`src/rtl/mastermind_turn_sequencer_if.sv`:
```
// Control/status bundle between the match sequencer and the game front end.
// The front end drives the pulses (master); the sequencer answers with role and score state (slave).
interface mastermind_turn_sequencer_if #(
   parameter int MAX_GUESSES = 12,
   parameter int SCORE_W     = 8
);
   localparam int CW = $clog2(MAX_GUESSES + 1);

   logic               start;
   logic               code_entered;
   logic               guess_entered;
   logic               guess_correct;
   logic               started;
   logic               active_p;
   logic               take_code;
   logic [CW-1:0]      guess_count;
   logic [SCORE_W-1:0] score_a;
   logic [SCORE_W-1:0] score_b;
   logic               half_done;
   logic               match_over;

   modport master (
      output start, code_entered, guess_entered, guess_correct,
      input  started, active_p, take_code, guess_count, score_a, score_b, half_done, match_over
   );

   modport slave (
      input  start, code_entered, guess_entered, guess_correct,
      output started, active_p, take_code, guess_count, score_a, score_b, half_done, match_over
   );
endinterface

```
`src/rtl/mastermind_turn_sequencer.sv`:
```
// Match-level turn/role sequencer: picks code maker/breaker, counts guesses, scores the maker
// and swaps roles each half-round until 2*ROUNDS half-rounds have been played.
module mastermind_turn_sequencer #(
   parameter int MAX_GUESSES = 12,
   parameter int ROUNDS      = 2,
   parameter int SCORE_W     = 8
) (
   input logic                      clk,
   input logic                      reset,
   mastermind_turn_sequencer_if.slave bus
);
   localparam int CW = $clog2(MAX_GUESSES + 1);
   localparam int HW = $clog2(2 * ROUNDS + 1);
   localparam int AW = ((SCORE_W > CW) ? SCORE_W : CW) + 2;

   localparam logic [1:0] S_IDLE  = 2'd0;
   localparam logic [1:0] S_MAKE  = 2'd1;
   localparam logic [1:0] S_BREAK = 2'd2;
   localparam logic [1:0] S_DONE  = 2'd3;

   localparam logic [CW-1:0] MAX_CNT   = CW'(MAX_GUESSES);
   localparam logic [HW-1:0] LAST_HALF = HW'(2 * ROUNDS);
   localparam logic [AW-1:0] SAT       = {{(AW-SCORE_W){1'b0}}, {SCORE_W{1'b1}}};

   logic [1:0]    state_reg, state_next;
   logic          maker_reg, maker_next;
   logic [CW-1:0] guess_count_reg, guess_count_next;
   logic [HW-1:0] half_cnt_reg, half_cnt_next;
   logic          started_reg, active_p_reg, take_code_reg, half_done_reg, match_over_reg;
   logic          half_done_next, clear_scores, add_en;
   logic [CW-1:0] gc_inc;
   logic [CW:0]   score_add;
   logic          active_p_next;

   always_comb begin
      state_next       = state_reg;
      maker_next       = maker_reg;
      guess_count_next = guess_count_reg;
      half_cnt_next    = half_cnt_reg;
      half_done_next   = 1'b0;
      clear_scores     = 1'b0;
      add_en           = 1'b0;
      score_add        = '0;
      gc_inc           = guess_count_reg + 1'b1;
      case (state_reg)
         S_IDLE, S_DONE: begin
            if (bus.start) begin
               state_next       = S_MAKE;
               maker_next       = 1'b1;
               guess_count_next = '0;
               half_cnt_next    = '0;
               clear_scores     = 1'b1;
            end
         end
         S_MAKE: begin
            if (bus.code_entered) begin
               state_next       = S_BREAK;
               guess_count_next = '0;
            end
         end
         default: begin
            if (bus.guess_entered) begin
               guess_count_next = gc_inc;
               if (bus.guess_correct || gc_inc == MAX_CNT) begin
                  // Uncracked code earns the maker one bonus point on top of the guesses used.
                  half_done_next = 1'b1;
                  add_en         = 1'b1;
                  score_add      = {1'b0, gc_inc} + {{CW{1'b0}}, ~bus.guess_correct};
                  half_cnt_next  = half_cnt_reg + 1'b1;
                  if (half_cnt_next == LAST_HALF) begin
                     state_next = S_DONE;
                  end else begin
                     state_next = S_MAKE;
                     maker_next = ~maker_reg;
                  end
               end
            end
         end
      endcase
   end

   always_comb begin
      active_p_next = 1'b0;
      if (state_next == S_MAKE)       active_p_next = maker_next;
      else if (state_next == S_BREAK) active_p_next = ~maker_next;
   end

   always_ff @(posedge clk or negedge reset) begin
      if (!reset) begin
         state_reg       <= S_IDLE;
         maker_reg       <= 1'b1;
         guess_count_reg <= '0;
         half_cnt_reg    <= '0;
         started_reg     <= 1'b0;
         active_p_reg    <= 1'b0;
         take_code_reg   <= 1'b0;
         half_done_reg   <= 1'b0;
         match_over_reg  <= 1'b0;
      end else begin
         state_reg       <= state_next;
         maker_reg       <= maker_next;
         guess_count_reg <= guess_count_next;
         half_cnt_reg    <= half_cnt_next;
         started_reg     <= (state_next == S_MAKE) || (state_next == S_BREAK);
         active_p_reg    <= active_p_next;
         take_code_reg   <= (state_next == S_MAKE);
         half_done_reg   <= half_done_next;
         match_over_reg  <= (state_next == S_DONE);
      end
   end

   // gi=1 is player A, gi=0 is player B; only the current maker's register accumulates.
   genvar gi;
   generate
      for (gi = 0; gi < 2; gi++) begin : g_score
         logic [SCORE_W-1:0] score_reg;
         logic [AW-1:0]      sum;
         assign sum = AW'(score_reg) + AW'(score_add);
         always_ff @(posedge clk or negedge reset) begin
            if (!reset) begin
               score_reg <= '0;
            end else if (clear_scores) begin
               score_reg <= '0;
            end else if (add_en && (maker_reg == 1'(gi))) begin
               score_reg <= (sum > SAT) ? {SCORE_W{1'b1}} : sum[SCORE_W-1:0];
            end
         end
      end
   endgenerate

   assign bus.started     = started_reg;
   assign bus.active_p    = active_p_reg;
   assign bus.take_code   = take_code_reg;
   assign bus.guess_count = guess_count_reg;
   assign bus.score_a     = g_score[1].score_reg;
   assign bus.score_b     = g_score[0].score_reg;
   assign bus.half_done   = half_done_reg;
   assign bus.match_over  = match_over_reg;
endmodule

```
`src/flat_wrapper.sv`:
```
// flat-port wrapper written by rule: the top's interface ports become plain ports
module mastermind_turn_sequencer_flat 
#(
   parameter int MAX_GUESSES = 12,
   parameter int ROUNDS      = 2,
   parameter int SCORE_W     = 8
)
  (clk, reset, bus_start, bus_code_entered, bus_guess_entered, bus_guess_correct, bus_started, bus_active_p, bus_take_code, bus_guess_count, bus_score_a, bus_score_b, bus_half_done, bus_match_over);
  mastermind_turn_sequencer_if #(.MAX_GUESSES(MAX_GUESSES), .SCORE_W(SCORE_W)) bus_i ();
  input logic clk;
  input logic reset;
  input wire logic [$bits(bus_i.start)-1:0] bus_start;
  input wire logic [$bits(bus_i.code_entered)-1:0] bus_code_entered;
  input wire logic [$bits(bus_i.guess_entered)-1:0] bus_guess_entered;
  input wire logic [$bits(bus_i.guess_correct)-1:0] bus_guess_correct;
  output wire logic [$bits(bus_i.started)-1:0] bus_started;
  output wire logic [$bits(bus_i.active_p)-1:0] bus_active_p;
  output wire logic [$bits(bus_i.take_code)-1:0] bus_take_code;
  output wire logic [$bits(bus_i.guess_count)-1:0] bus_guess_count;
  output wire logic [$bits(bus_i.score_a)-1:0] bus_score_a;
  output wire logic [$bits(bus_i.score_b)-1:0] bus_score_b;
  output wire logic [$bits(bus_i.half_done)-1:0] bus_half_done;
  output wire logic [$bits(bus_i.match_over)-1:0] bus_match_over;
  assign bus_i.start = bus_start;
  assign bus_i.code_entered = bus_code_entered;
  assign bus_i.guess_entered = bus_guess_entered;
  assign bus_i.guess_correct = bus_guess_correct;
  assign bus_started = bus_i.started;
  assign bus_active_p = bus_i.active_p;
  assign bus_take_code = bus_i.take_code;
  assign bus_guess_count = bus_i.guess_count;
  assign bus_score_a = bus_i.score_a;
  assign bus_score_b = bus_i.score_b;
  assign bus_half_done = bus_i.half_done;
  assign bus_match_over = bus_i.match_over;
  mastermind_turn_sequencer #(.MAX_GUESSES(MAX_GUESSES), .ROUNDS(ROUNDS), .SCORE_W(SCORE_W)) u_core (.clk(clk), .reset(reset), .bus(bus_i));
endmodule
```
`config.mk`:
```
export PLATFORM = sky130hd
export DESIGN_NAME = mastermind_turn_sequencer_flat
export DESIGN_NICKNAME = d
export VERILOG_FILES = /design/src/rtl/mastermind_turn_sequencer_if.sv /design/src/rtl/mastermind_turn_sequencer.sv /design/src/flat_wrapper.sv
export SDC_FILE = /design/constraint.sdc
export NUM_CORES = 1
export LEC_CHECK = 0
export ABC_AREA = 1
export CORE_MARGIN = 3
export CORE_UTILIZATION = 55
export DETAILED_ROUTE_END_ITERATION = 8
export PLACE_DENSITY_LB_ADDON = 0.15
export SLEW_MARGIN = 20
export SYNTH_ARGS = -nofsm -noshare
export SYNTH_HDL_FRONTEND = slang
export SYNTH_SLANG_ARGS = --single-unit
export TNS_END_PERCENT = 5
```
`constraint.sdc`:
```
create_clock -name clk -period 3.8 [get_ports clk]
set_input_delay 0.57 -clock clk [delete_from_list [all_inputs] [get_ports clk]]
set_output_delay 0.57 -clock clk [all_outputs]
set_load 0.01 [all_outputs]
```
Word level (Yosys, flattened, before mapping)
Index checks and enable logic that the tools add are counted.

storage, ports and cells
  bits in registers = 31
  output and inout bits = 25

cells by class
  $add $sub $neg = 5
  magnitude comparators = 2
  eq/ne operators = 9
  mux-type cells = 35
  bitwise gates (word level) = 4
  reductions and logical operators = 14

operators with widths
  operator                                                                count
  8-bit 2-to-1 mux                                                        6
  10-bit by 8-bit > comparator with 1-bit output (second input constant)  2
  8-bit by 5-bit adder with 9-bit output                                  2
  5-bit 2-to-1 mux                                                        3
  4-bit 2-to-1 mux                                                        3
  1-bit 2-to-1 mux                                                        11
  2-bit 2-to-1 mux                                                        5
  3-bit 2-to-1 mux                                                        3
  4-bit one-hot mux with 2 select lines                                   1
  2-bit nonzero test                                                      4
  2-bit == test (second input constant)                                   3
  3-bit one-hot mux with 2 select lines                                   1
  4-bit by 1-bit adder with 5-bit output                                  1
  4-bit by 1-bit adder with 4-bit output (second input constant)          1
  2-bit by 1-bit == test with 1-bit output (second input constant)        2
  4-bit == test (second input constant)                                   1
  2-bit != test (second input constant)                                   2
  1-bit NOT                                                               4
  2-bit one-hot mux with 2 select lines                                   1
  4-bit AND reduction                                                     1
  3-bit by 1-bit adder with 3-bit output (second input constant)          1
  3-bit == test (second input constant)                                   1
  3-bit AND reduction                                                     1
  3-bit nonzero test                                                      1
  other kinds (6)                                                         8

Depth between registers and ports, before layout
  depth in word-level cells = 11
  mapped depth = 18

Worst setup path before layout
Ideal clock, no wire load.

  path type = register to register
  from = register u_core.guess_count_reg[0] (netlist: u_core.bus.guess_count[0])
  to = register u_core.g_score[1].score_reg[0] (netlist: u_core.bus.score_a[0])
  setup time = 121 ps
  data arrival time = 2485 ps
  slack = 1194 ps
  stages on the path, launching flop included = 16
  buffers on the path = 0
  period minus slack after synthesis = 2606 ps
  cells stage by stage = dfrtp_1 ha_1 inv_1 nor2_1 or2_2 nand3_1 xnor2_1 nor2_1 ha_1 a21oi_1 nor2_1 a21oi_1 nand2_4 nand3_4 nand2_1 a22o_1

between the ends
  longest elaborated chain between the ends = 11
  elaborated cells between the ends (all ways) = 17

ends and longest elaborated chain
  item                                                                                                     RTL line                          RTL
  start, declared                                                                                          mastermind_turn_sequencer.sv:27   logic [CW-1:0] guess_count_reg, guess_count_next;
  start signal, assigned                                                                                   mastermind_turn_sequencer.sv:102  guess_count_reg <= guess_count_next;
  4-bit by 1-bit adder with 4-bit output (*)                                                               mastermind_turn_sequencer.sv:44   gc_inc = guess_count_reg + 1'b1;
  parallel branches: the longest is 10 deep, another holds 10-bit by 8-bit > comparator with 1-bit output  n/a
  end signal, assigned                                                                                     mastermind_turn_sequencer.sv:125  score_reg <= (sum > SAT) ? {SCORE_W{1'b1}} : sum[SCORE_W-1:0];
  end, declared                                                                                            mastermind_turn_sequencer.sv:116  logic [SCORE_W-1:0] score_reg;

Mark *: on every way between the ends. The select of a mux whose other input is x is not followed.
A chain may end at the register's enable or synchronous reset.

Worst setup path in the final report
  from = input port bus_guess_correct
  to = register u_core.g_score[0].score_reg[2] (netlist: u_core.bus.score_b[2])

between the ends
  longest elaborated chain between the ends = 10
  elaborated cells between the ends (all ways) = 16

ends and longest elaborated chain
  item                                            RTL line                          RTL
  start, declared                                 flat_wrapper.sv:15                input wire logic [$bits(bus_i.guess_correct)-1:0] bus_guess_correct;
  1-bit NOT                                       mastermind_turn_sequencer.sv:68   score_add = {1'b0, gc_inc} + {{CW{1'b0}}, ~bus.guess_correct};
  4-bit by 1-bit adder with 5-bit output          mastermind_turn_sequencer.sv:68
  5-bit 2-to-1 mux                                mastermind_turn_sequencer.sv:64   if (bus.guess_correct || gc_inc == MAX_CNT) begin
  5-bit 2-to-1 mux                                mastermind_turn_sequencer.sv:62   if (bus.guess_entered) begin
  5-bit 2-to-1 mux                                mastermind_turn_sequencer.sv:45   case (state_reg)
  8-bit by 5-bit adder with 9-bit output          mastermind_turn_sequencer.sv:118  assign sum = AW'(score_reg) + AW'(score_add);
  10-bit by 8-bit > comparator with 1-bit output  mastermind_turn_sequencer.sv:125
  8-bit 2-to-1 mux                                mastermind_turn_sequencer.sv:125
  8-bit 2-to-1 mux                                mastermind_turn_sequencer.sv:124  end else if (add_en && (maker_reg == 1'(gi))) begin
  8-bit 2-to-1 mux                                mastermind_turn_sequencer.sv:122  end else if (clear_scores) begin
  end signal, assigned                            mastermind_turn_sequencer.sv:125
  end, declared                                   mastermind_turn_sequencer.sv:116

Parallel ways exist; a longest one is shown, timed or not. The select of a mux whose other input is x is not followed.

==> flow_summary.json <==
{
  "cts_tree": "done",
  "ant_nets": 0,
  "initial_core_util_pct": 58.9,
  "synthFlopType": "dfrtp_1",
  "hold_path.class": "register to register",
  "grt.total_usage_pct": 19.5,
  "io_pins": 31,
  "place_hpwl_um": 3400,
  "maxSlewHeadroom_pct": 60.7,
  "hold_viol": 0,
  "ys_ff_latch": 31,
  "cts_hold_buf": 0,
  "antennaDiodeCount": 0,
  "ys.warnings.count": 0,
  "yosysUniqueCellTypes": 31,
  "cts_setup_buffers": 0,
  "synthTopCellsByArea": "dfrtp_1 34%, nand2_1 14%, ha_1 11%, inv_1 7.6%, nor2_1 3.4%",
  "portBuffers": 30,
  "critPathLaunchType": "primary input",
  "cellPowerDensity_mw_per_mm2": 487,
  "cts.path.max_buffers": 2,
  "drv_cap": 0,
  "ctsRootBufferMaster": "clkbuf_8",
  "rsz0062_at_grt": "false",
  "nNetsFinal": 353,
  "cts.htree.levels": 2,
  "worstPathArrival_ps": 3110,
  "worstMarginPinSlew_ps": 584,
  "syn_avg_cell_area_um2": 7.71,
  "fin_ws_ps": 856,
  "worstSetupPathType": "primary input to register",
  "grt_max_degree": 32,
  "finalMaxSlewViolations": 0,
  "first_global_vias": 1805,
  "fp.dieArea_mm2": 0.00487,
  "grt-ovfl-total": 0,
  "die_width_um": 69.8,
  "synthArstFlopShare_pct": 100,
  "required_ps": 3970,
  "antenna_found_initial": 0,
  "core_mm2": 0.00380,
  "yosys.area.top_type": "dfrtp_1",
  "place_ws_ps": 546,
  "worstPathMaxFanout": 7,
  "wire_per_inst_um": 11.8,
  "cts_sinks": 31,
  "drive_gt1_share_pct": 12.2,
  "clock_latency_ps": 290,
  "post-route-util_pct": 71.5,
  "period_needed_ps": 2940,
  "fp-row-count": 22,
  "outcome": "complete, no violations",
  "gp_congestion": 0.876,
  "synth.most_common_cell": "nand2_1",
  "synth_area_mm2": 0.00224,
  "yosysTopAreaCellShare_pct": 33.6,
  "vias_per_cell": 5.08,
  "area_delta_synth_final_pct": 21.5,
  "drc": 0,
  "fmax_mhz": 340,
  "clkTransAtPathRegs_ps": 70,
  "end_kind": "register",
  "synthesis.nets": 316,
  "dp_cells": 368,
  "drtIter0Drc": 93,
  "die_h_um": 69.8,
  "setup_tns_ps": 0,
  "netlist_instances": 290,
  "layoutNonFillerInstCount": 376,
  "cts_made_buffers": 5,
  "setup_violations": 0,
  "wl_um": 4450,
  "grt_pass1_wl_um": 7780,
  "cts_resized": 0,
  "synth_seq_area_share_pct": 34.7,
  "synth-edff-count": 0,
  "post-route-period-util_pct": 77.5,
  "synth_commonest_cells": "86 x nand2_1, 45 x inv_1, 30 x dfrtp_1",
  "fin_skew_ps": 9.02,
  "p_leak_nw": 1.45,
  "ir_drop_mv": 0.388,
  "dr_total_vias": 1909,
  "drt_first_pass_iters": 4
}
==> cell families (layout without fill, tap and decap cells) <==
logic type	count (synthesis)	in the layout	share of synthesized area, %
fa+ha+maj	20	20	11.2
flops	31	31	34.7
compound gates	36	36	10.5
simple gates	147	147	32.4
buf+inv	48	86	8.11
xor+xnor	8	8	3.13
==> critical path: stages <==
cell	delay [ps]
clkdlybuf4s50_1	400
inv_1	120
ha_1	190
ha_1	170
inv_1	60
nor4_1	450
ha_1	370
nand2_1	110
nor2_1	50
a21oi_1	210
nand2_4	90
nand3_4	90
nand2_1	60
a22o_1	180
==> metal layers <==
metal	part of all wire, %	track usage (%)
met3	4.8	5.65
met1	48	24.4
met2	47	33.2
met4	0.56	4.26
met5	0	0
==> cells in the final DEF, fill, tap and decap left out, types with 2 or more instances in the layout <==
master | synthesis | final
o22ai_1 | 2 | 2
nand2_2 | 7 | 7
nand3_4 | 3 | 3
o21ai_2 | 3 | 3
clkdlybuf4s50_1 | 0 | 30
nand2_1 | 86 | 86
o21ai_1 | 3 | 3
a21oi_1 | 12 | 12
ha_1 | 20 | 20
a22o_1 | 4 | 4
clkbuf_8 | 0 | 6
nand3_2 | 2 | 2
xnor2_1 | 8 | 8
or2_2 | 5 | 5
nand2_4 | 5 | 5
o31ai_1 | 2 | 2
nand3_1 | 13 | 13
o211ai_1 | 2 | 2
nor2_1 | 20 | 20
inv_2 | 2 | 2
o21ai_0 | 6 | 6
inv_1 | 45 | 45
dfrtp_1 | 30 | 30
==> through the flow <==
stage / hold slack [ps] / cell area [µm²] / total power [mW]
after floorplan: 274 / 2240 / 0.817
after global placement: 495 / 2600 / 0.985
after detailed placement: 499 / 2600 / 0.993
after CTS: 516 / 2720 / 1.34
after global routing: 551 / 2720 / 1.44
final: 517 / 2720 / 1.32
==> cell type report <==
class,count,area (µm²)
multi-input combinational,211,1280
fill,307,1080
tap,48,60.1
inverter,47,176
timing repair buffer,31,308
clock inverter,2,35.0
sequential,31,777
clock buffer,6,82.6
==> power breakdown <==
group | internal (mW) | leakage [nW] | total [mW] | switching, mW
Combinational | 0.214 | 0.964 | 0.540 | 0.326
Sequential | 0.401 | 0.420 | 0.446 | 0.0450
Clock | 0.212 | 0.0612 | 0.338 | 0.126
Total | 0.827 | 1.45 | 1.32 | 0.497
==> worst paths after layout <==
kind | start | end | slack (ps) | depth (start not counted)
min in group asynchronous | reset | u_core.bus.guess_count[0] | 670 | 2
hold reg to reg | u_core.half_cnt_reg[2] | u_core.half_cnt_reg[2] | 520 | 2
max in group asynchronous | reset | u_core.maker_reg | 2800 | 2
hold / removal | u_core.half_cnt_reg[2] | u_core.half_cnt_reg[2] | 520 | 2
setup reg to reg | u_core.bus.guess_count[0] | u_core.bus.score_b[2] | 940 | 15
setup / recovery | bus_guess_correct | u_core.bus.score_b[2] | 860 | 14
No activity file was read; power rests on OpenSTA's default activity.
